<file path="src/rtl/bcd_multi_converter.sv">
// Multi-digit BCD converter: one digit per clock into excess-3, 2421, Gray or nine's complement.
// Optional macro BCD_CONV_PARITY_EN adds a per-digit parity output out_par.
module bcd_multi_converter #(
    parameter int DIGITS = 4
) (
    input  logic                  clk,
    input  logic                  rst_n,
    input  logic                  in_valid,
    output logic                  in_ready,
    input  logic [4*DIGITS-1:0]   in_bcd,
    input  logic [1:0]            mode,
    output logic                  out_valid,
    input  logic                  out_ready,
    output logic [4*DIGITS-1:0]   out_code,
    output logic [DIGITS-1:0]     err_mask,
`ifdef BCD_CONV_PARITY_EN
    output logic [DIGITS-1:0]     out_par,
`endif
    output logic                  out_err
);

    localparam int IDXW = (DIGITS > 1) ? $clog2(DIGITS) : 1;
    localparam logic [IDXW-1:0] LAST_IDX = IDXW'(DIGITS - 1);

    typedef enum logic [1:0] {
        IDLE = 2'd0,
        CONV = 2'd1,
        DONE = 2'd2
    } state_t;

    state_t                state_q;
    logic [IDXW-1:0]       idx_q;
    logic [4*DIGITS-1:0]   bcd_q;
    logic [1:0]            mode_q;
    logic [4*DIGITS-1:0]   code_q, code_d;
    logic [DIGITS-1:0]     err_q, err_d;
    logic                  out_err_q;
    logic                  in_ready_q;
    logic                  out_valid_q;
    logic [3:0]            nib_in, nib_out;

    // Invalid digits map to 4'hF regardless of the selected code.
    function automatic logic [3:0] conv_digit(input logic [3:0] d, input logic [1:0] m);
        logic [3:0] r;
        if (d > 4'd9) begin
            r = 4'hF;
        end else begin
            case (m)
                2'b00:   r = d + 4'd3;
                2'b01:   r = (d >= 4'd5) ? d + 4'd6 : d;
                2'b10:   r = d ^ (d >> 1);
                default: r = 4'd9 - d;
            endcase
        end
        return r;
    endfunction

    always_comb begin
        nib_in  = bcd_q[4*idx_q +: 4];
        nib_out = conv_digit(nib_in, mode_q);
        code_d  = code_q;
        code_d[4*idx_q +: 4] = nib_out;
        err_d   = err_q;
        err_d[idx_q] = (nib_in > 4'd9);
    end

`ifdef BCD_CONV_PARITY_EN
    logic [DIGITS-1:0] par_q, par_d;

    always_comb begin
        par_d = par_q;
        par_d[idx_q] = ^nib_out;
    end

    always_ff @(posedge clk or negedge rst_n) begin
        if (!rst_n) begin
            par_q <= '0;
        end else if (state_q == IDLE && in_valid && in_ready_q) begin
            par_q <= '0;
        end else if (state_q == CONV) begin
            par_q <= par_d;
        end
    end

    assign out_par = par_q;
`endif

    always_ff @(posedge clk or negedge rst_n) begin
        if (!rst_n) begin
            state_q     <= IDLE;
            idx_q       <= '0;
            bcd_q       <= '0;
            mode_q      <= 2'b00;
            code_q      <= '0;
            err_q       <= '0;
            out_err_q   <= 1'b0;
            in_ready_q  <= 1'b0;
            out_valid_q <= 1'b0;
        end else begin
            case (state_q)
                IDLE: begin
                    in_ready_q <= 1'b1;
                    if (in_valid && in_ready_q) begin
                        bcd_q      <= in_bcd;
                        mode_q     <= mode;
                        code_q     <= '0;
                        err_q      <= '0;
                        out_err_q  <= 1'b0;
                        idx_q      <= '0;
                        in_ready_q <= 1'b0;
                        state_q    <= CONV;
                    end
                end
                CONV: begin
                    code_q    <= code_d;
                    err_q     <= err_d;
                    out_err_q <= |err_d;
                    if (idx_q == LAST_IDX) begin
                        idx_q       <= '0;
                        out_valid_q <= 1'b1;
                        state_q     <= DONE;
                    end else begin
                        idx_q <= idx_q + 1'b1;
                    end
                end
                DONE: begin
                    if (out_ready) begin
                        out_valid_q <= 1'b0;
                        in_ready_q  <= 1'b1;
                        state_q     <= IDLE;
                    end
                end
                default: begin
                    state_q <= IDLE;
                end
            endcase
        end
    end

    assign in_ready  = in_ready_q;
    assign out_valid = out_valid_q;
    assign out_code  = code_q;
    assign err_mask  = err_q;
    assign out_err   = out_err_q;

endmodule

</file>
<file path="config.mk">
export PLATFORM = sky130hd
export DESIGN_NAME = bcd_multi_converter
export DESIGN_NICKNAME = d
export VERILOG_FILES = /design/src/rtl/bcd_multi_converter.sv
export SDC_FILE = /design/constraint.sdc
export NUM_CORES = 1
export LEC_CHECK = 0
export CORE_MARGIN = 5
export CORE_UTILIZATION = 56
export CTS_CLUSTER_DIAMETER = 60
export DETAILED_ROUTE_END_ITERATION = 10
export GPL_ROUTABILITY_DRIVEN = 0
export PLACE_DENSITY = 0.86
export SETUP_SLACK_MARGIN = 0.5
export SLEW_MARGIN = 20
export SYNTH_ARGS = -nofsm -noshare
export SYNTH_HDL_FRONTEND = slang
export SYNTH_SLANG_ARGS = --single-unit
</file>
<file path="constraint.sdc">
create_clock -name clk -period 4.1 [get_ports clk]
set_clock_uncertainty 0.2 [all_clocks]
set_input_delay 0.41 -clock clk [delete_from_list [all_inputs] [get_ports clk]]
set_output_delay 0.41 -clock clk [all_outputs]
set_load 0.01 [all_outputs]
</file>
# Yosys cells after proc, flatten, opt, wreduce, memory -nomap -nowiden
# Index checks and enable logic that the tools add are counted.
# op_classes
add_sub_neg	5
magnitude_cmp	4
eq_ne	8
shifts	3
mux	26
bitwise	1
n_reduce_logical	13
# ops
cell	count
$neg A4 Y34	1
$shift A4 B34 Y16 const A	1
$shiftx A4 B34 Y16	1
$pmux W16 S2	1
$bwmux W16	1
$mux W16	1
$shiftx A16 B5 Y4	1
$mux W4	3
$pmux W4 S3	1
$mux W2	5
$pmux W4 S2	1
$eq A2 B2 Y1 const B	3
$mux W1	6
$ne A2 B2 Y1 const B	3
$pmux W1 S2	3
$pmux W2 S3	1
$reduce_and A2 Y1	3
$reduce_and A3 Y1	2
$reduce_bool A2 Y1	3
$add A4 B2 Y4 const B	1
$add A4 B3 Y4 const B	1
$bwmux W4	1
$eq A2 B1 Y1 const B	2
$ge A4 B3 Y1 const B	1
11 further kinds	13
# word_totals
register_bits	45
inputBits	22
output_inout_bits	23
wordCells	69

# Depth between registers and ports, before layout
# logic_depth
word_depth	8
ltp_mapped	11
depth_no_buf	10

# Worst setup path after synthesis
# OpenSTA, ideal clock, no wires.
# synth_timing
path_kind	reg-to-reg
from	register idx_q[0]
to	register code_q[11], in the netlist out_code[11]
setup_ps	132
arrival_time_ps	2291
path_slack_ps	1476
stages_incl_launch_ff	10
path_buffers	1
synth_period_minus_slack_ps	2624
cell_sequence	dfrtp_1 -> buf_6 -> mux4_1 -> inv_1 -> ha_1 -> a21boi_0 -> o31ai_2 -> o21ai_1 -> a311oi_2 -> o21ai_1
# synth_via
elab_chain_cells	8
elab_cells_between_ends	15
classes_between	add/sub: 4; order compare: 2; shift: 3; mux: 5; bitwise: 1
# synth_rtl
item	line	text
start, declared	32	logic [IDXW-1:0] idx_q;
start signal, assigned	123	idx_q <= idx_q + 1'b1;
$shiftx A16 B5 Y4	59	nib_in = bcd_q[4*idx_q +: 4];
$add A4 B3 Y4 or $ge A4 B3 Y1 (tied branches)	50	2'b01: r = (d >= 4'd5) ? d + 4'd6 : d;
$mux W4	50	
$pmux W4 S3	48	case (m)
$mux W4	45	if (d > 4'd9) begin
$shiftx A4 B34 Y16	62	code_d[4*idx_q +: 4] = nib_out;
$bwmux W16 (*)	62	
$pmux W16 S2 (*)	100	case (state_q)
end signal, assigned	115	code_q <= code_d;
end, declared	35	logic [4*DIGITS-1:0] code_q, code_d;
# Every way passes the cells marked *; elsewhere a longest branch is shown, timed or not.
# A chain may end at the register's enable or synchronous reset.

# Worst setup path in the final report
# layout_timing
from	register idx_q[0]
to	register code_q[7], in the netlist out_code[7]
# Same word-level chain as after synthesis.

==> flow_summary_export.csv <==
group,metric,value,unit
setup_path,crit_required,4.08,ns
synthesis,ys.flop_type,"dfrtp_1",
timing,fin_tns_setup,0,ns
placement,dpl-instance-area,2830,um2
timing,finalCriticalPeriod,3.04,ns
drt,drt_iter0_drc,133,
drt,via_per_inst,5.62,
setup_path,cp.arrival,3.02,ns
worst_hold_path,hold_class,"reg2reg",
setup_path,path_depth,8,
timing,relSlewSlack,0.538,
floorplanning,fp.dieW,75.2,um
drt,drcViolationCount,0,
synthesis,async_flop_share,1.00,
setup_path,critPathTopFamily,"compound AO/OA/AOI/OAI gates",
global_route,grt_max_degree,46,
placement,port_buffers,44,
drt,ant_nets,0,
pwr,pwr_density_cell,884,nW/um2
pwr,netSwitchingFraction,0.434,
pwr,power.total,2590,uW
timing,max_freq,329,MHz
clock_network,cts-root-buf,"clkbuf_8",
final_layout,fin_util,0.721,
setup_path,end_kind,"register",
pwr,clock_power_share,0.104,
clock_network,cts_tree,"done",
setup_path,path_cells,"mux4_1 -> inv_1 -> ha_1 -> a21boi_0 -> o31ai_2 -> o21ai_1 -> a311oi_2 -> o22ai_1",
floorplanning,die_h,75.2,um
timing,worstMarginPinSlew,0.685,ns
pwr,power_frac_comb,0.584,
floorplanning,core-area,4060,um2
final_layout,design_area,2930,um2
setup_path,rr_worst_depth,8,
setup_path,cpMaxStageDelayCell,"mux4_1",
synthesis,synth-seq-area-share,0.473,
pwr,p_leak,0.00128,uW
pwr,internal_power,1460,uW
synthesis,synth-edff-count,0,
synthesis,yosysWarnings,0,
final_layout,area_growth,22.9,%
clock_network,clk_latency,0.31,ns
synthesis,avgSynthCellArea,10.8,um2
drt,routedWlPerCell,15.9,um
floorplanning,die_area,5660,um2
timing,fin_ws,1.06,ns
global_route,grt_pass1_wl,8.59,mm
pwr,seq_power_share,0.312,
final_layout,n_fill_cell,307,
timing,fin_crit_sh,0.742,
worst_hold_path,min-delay-start,"out_code[8]",
global_route,antenna_found_initial,0,
setup_path,cp_max_fo,13,
run,cap_viol_max_count,0,
clock_network,cts_buffers,5,
global_route,grt_pass1_vias,1777,
clock_network,clk_pin_slew,0.08,ns
setup_path,r2r_end,"out_code[7]",
global_route,grt_usage,0.201,
clock_network,htreeDepth,2,
synthesis,syn_area,2380,um2
run_status,status,"complete, no violations",
drt,vias,1764,
drt,routed_wirelength,5.00,mm
synthesis,synth_nets,254,
synthesis,synth_top_area_frac,0.473,
setup_path,reg2reg_slack,1.06,ns
global_route,overflow,0,
clock_network,clk_path_buf_depth,2,
synthesis,synth_largest_area_cell,"dfrtp_1",
timing,hold_viol,0,
pwr,power.switching,1120,uW
worst_hold_path,hold_depth,2,
floorplanning,io_pins,45,
final_layout,diodes,0,
synthesis,synthTopCellsByArea,"dfrtp_1 (47%), mux2_2 (8.0%), ha_1 (6.3%)",
pwr,vdd_drop_max,0.407,mV
synthesis,syn_inst,220,
timing,setup_viol,0,
placement,hpwl,3.75,mm
drt,firstDrtPassIters,5,
setup_path,r2r_start,"idx_q[0]",
setup_path,max_stage_delay,0.74,ns
placement,dp_slack,1.10,ns
setup_path,worstSetupStartpointType,"register",
clock_network,cts_sinks,45,
floorplanning,rows,23,
timing,rsz0062_at_grt,"false",
setup_path,worst-path-buf-inv,1,
final_layout,layout.nets,297,
timing,slew_violations,0,
setup_path,crit_type,"reg2reg",
final_layout,drive_gt1_frac,0.136,
synthesis,synth.distinct_cells,46,
synthesis,ys_ff_latch,45,
floorplanning,initial_utilization,0.587,
worst_hold_path,hold_path_end,"out_code[8]",
[cells in the mapped netlist, types with 2 or more instances]
master / count
o21ai_2: 2
nand4_1: 3
nor2b_1: 4
o22ai_1: 8
mux2i_1: 3
nand2_1: 21
o21bai_1: 2
o21ai_0: 12
a22oi_1: 2
mux4_2: 2
ha_1: 12
nand2b_1: 5
o21ai_1: 4
mux2_2: 17
xnor2_1: 2
a22o_1: 5
clkbuf_1: 5
a21oi_1: 8
nand3b_1: 2
buf_2: 3
inv_1: 19
a21o_1: 2
nor2_1: 7
dfrtp_1: 45
o31ai_1: 4
[worst min-delay path: stages, from the launching register on]
cell and delay, ns:
dfrtp_1 0.35, nand2_1 0.05, o21ai_0 0.06
[worst max path at each step]
stage	to	slack [ns]	startpoint
3_3_place_gp	out_code[6]	1.19	idx_q[0]
5_1_grt	out_code[7]	0.85	idx_q[0]
4_1_cts	out_code[7]	1.08	idx_q[0]
6_report	out_code[7]	1.06	idx_q[0]
2_1_floorplan	out_code[11]	1.48	idx_q[0]
3_5_place_dp	out_code[7]	1.10	idx_q[0]
[cell type report]
cell class                      count  area [um2]  area share
Timing Repair Buffer               46         455       0.156
Tap cell                           50        62.6      0.0214
Clock buffer                        8        80.1      0.0274
Multi-Input combinational cell    145        1130       0.385
Sequential cell                    45        1130       0.385
Inverter                           20        75.1      0.0257
[power by group through the flow]
stage | sequential, uW | combinational [uW] | clock [uW]
after floorplan | 759 | 1140 | 0
after global placement | 804 | 1470 | 0
after detailed placement | 816 | 1500 | 0
after CTS | 808 | 1520 | 271
after global routing | 840 | 1690 | 285
final | 807 | 1510 | 268
[sequential cells by signal, summed over array words and instances (netlist names)]
signal / flops
mode_q: 2
out_code: 16
err_mask: 4
out_err: 1
out_valid: 1
idx_q: 2
in_ready: 1
state_q: 2
bcd_q: 16
[logic make-up (layout without fill, tap and decap cells)]
kind of cell,count (synthesis),count (layout),share of synthesized area
AOI/OAI and AO/OA,58,58,0.171
and+or+nand+nor,49,49,0.105
adders and majority gates,12,12,0.0631
buffers and inverters,30,74,0.0536
xor gates and xnor gates,2,2,0.00736
DFF,45,45,0.473
muxes,24,24,0.128
[layer usage]
layer  track usage  part of all wire  vias up  wire length (um)
met2         0.325              0.47       62              2340
met4        0.0583             0.012        0                62
met1         0.267              0.45      834              2240
met3        0.0534             0.072        7               360
met5             0                 0        -                 0
li1              -                 -      861                 -
[per-stage QoR]
step | cells | hold slack [ns]
floorplan | 220 | -0.0856
global placement | 305 | 0.266
detailed placement | 305 | 0.273
CTS | 313 | 0.0857
global route | 314 | 0.308
finish | 314 | 0.286
[what timing repair did]
| action | 4_1_cts | 5_1_grt |
|---|---|---|
| buffers inserted | 0 | 0 |
| gates resized for setup | 0 | 0 |
| setup endpoints to repair | 0 | 0 |
| endpoints found under the hold margin | 0 | 45 |
| hold buffers | 0 | 1 |
[cells in the final DEF (no fill, tap or decap), types with 3 or more instances in the layout]
master and instances:
ha_1 12, nand4_1 3, o31ai_1 4, nor2_1 7
a22o_1 5, clkbuf_1 3, o22ai_1 8, o21ai_1 4
clkdlybuf4s50_1 43, a21oi_1 8, mux2_2 17, o21ai_0 12
nand2_1 21, inv_1 19, clkbuf_8 5, dfrtp_1 45
nand2b_1 5, nor2b_1 4, mux2i_1 3
No activity file was read; power rests on OpenSTA's default activity.
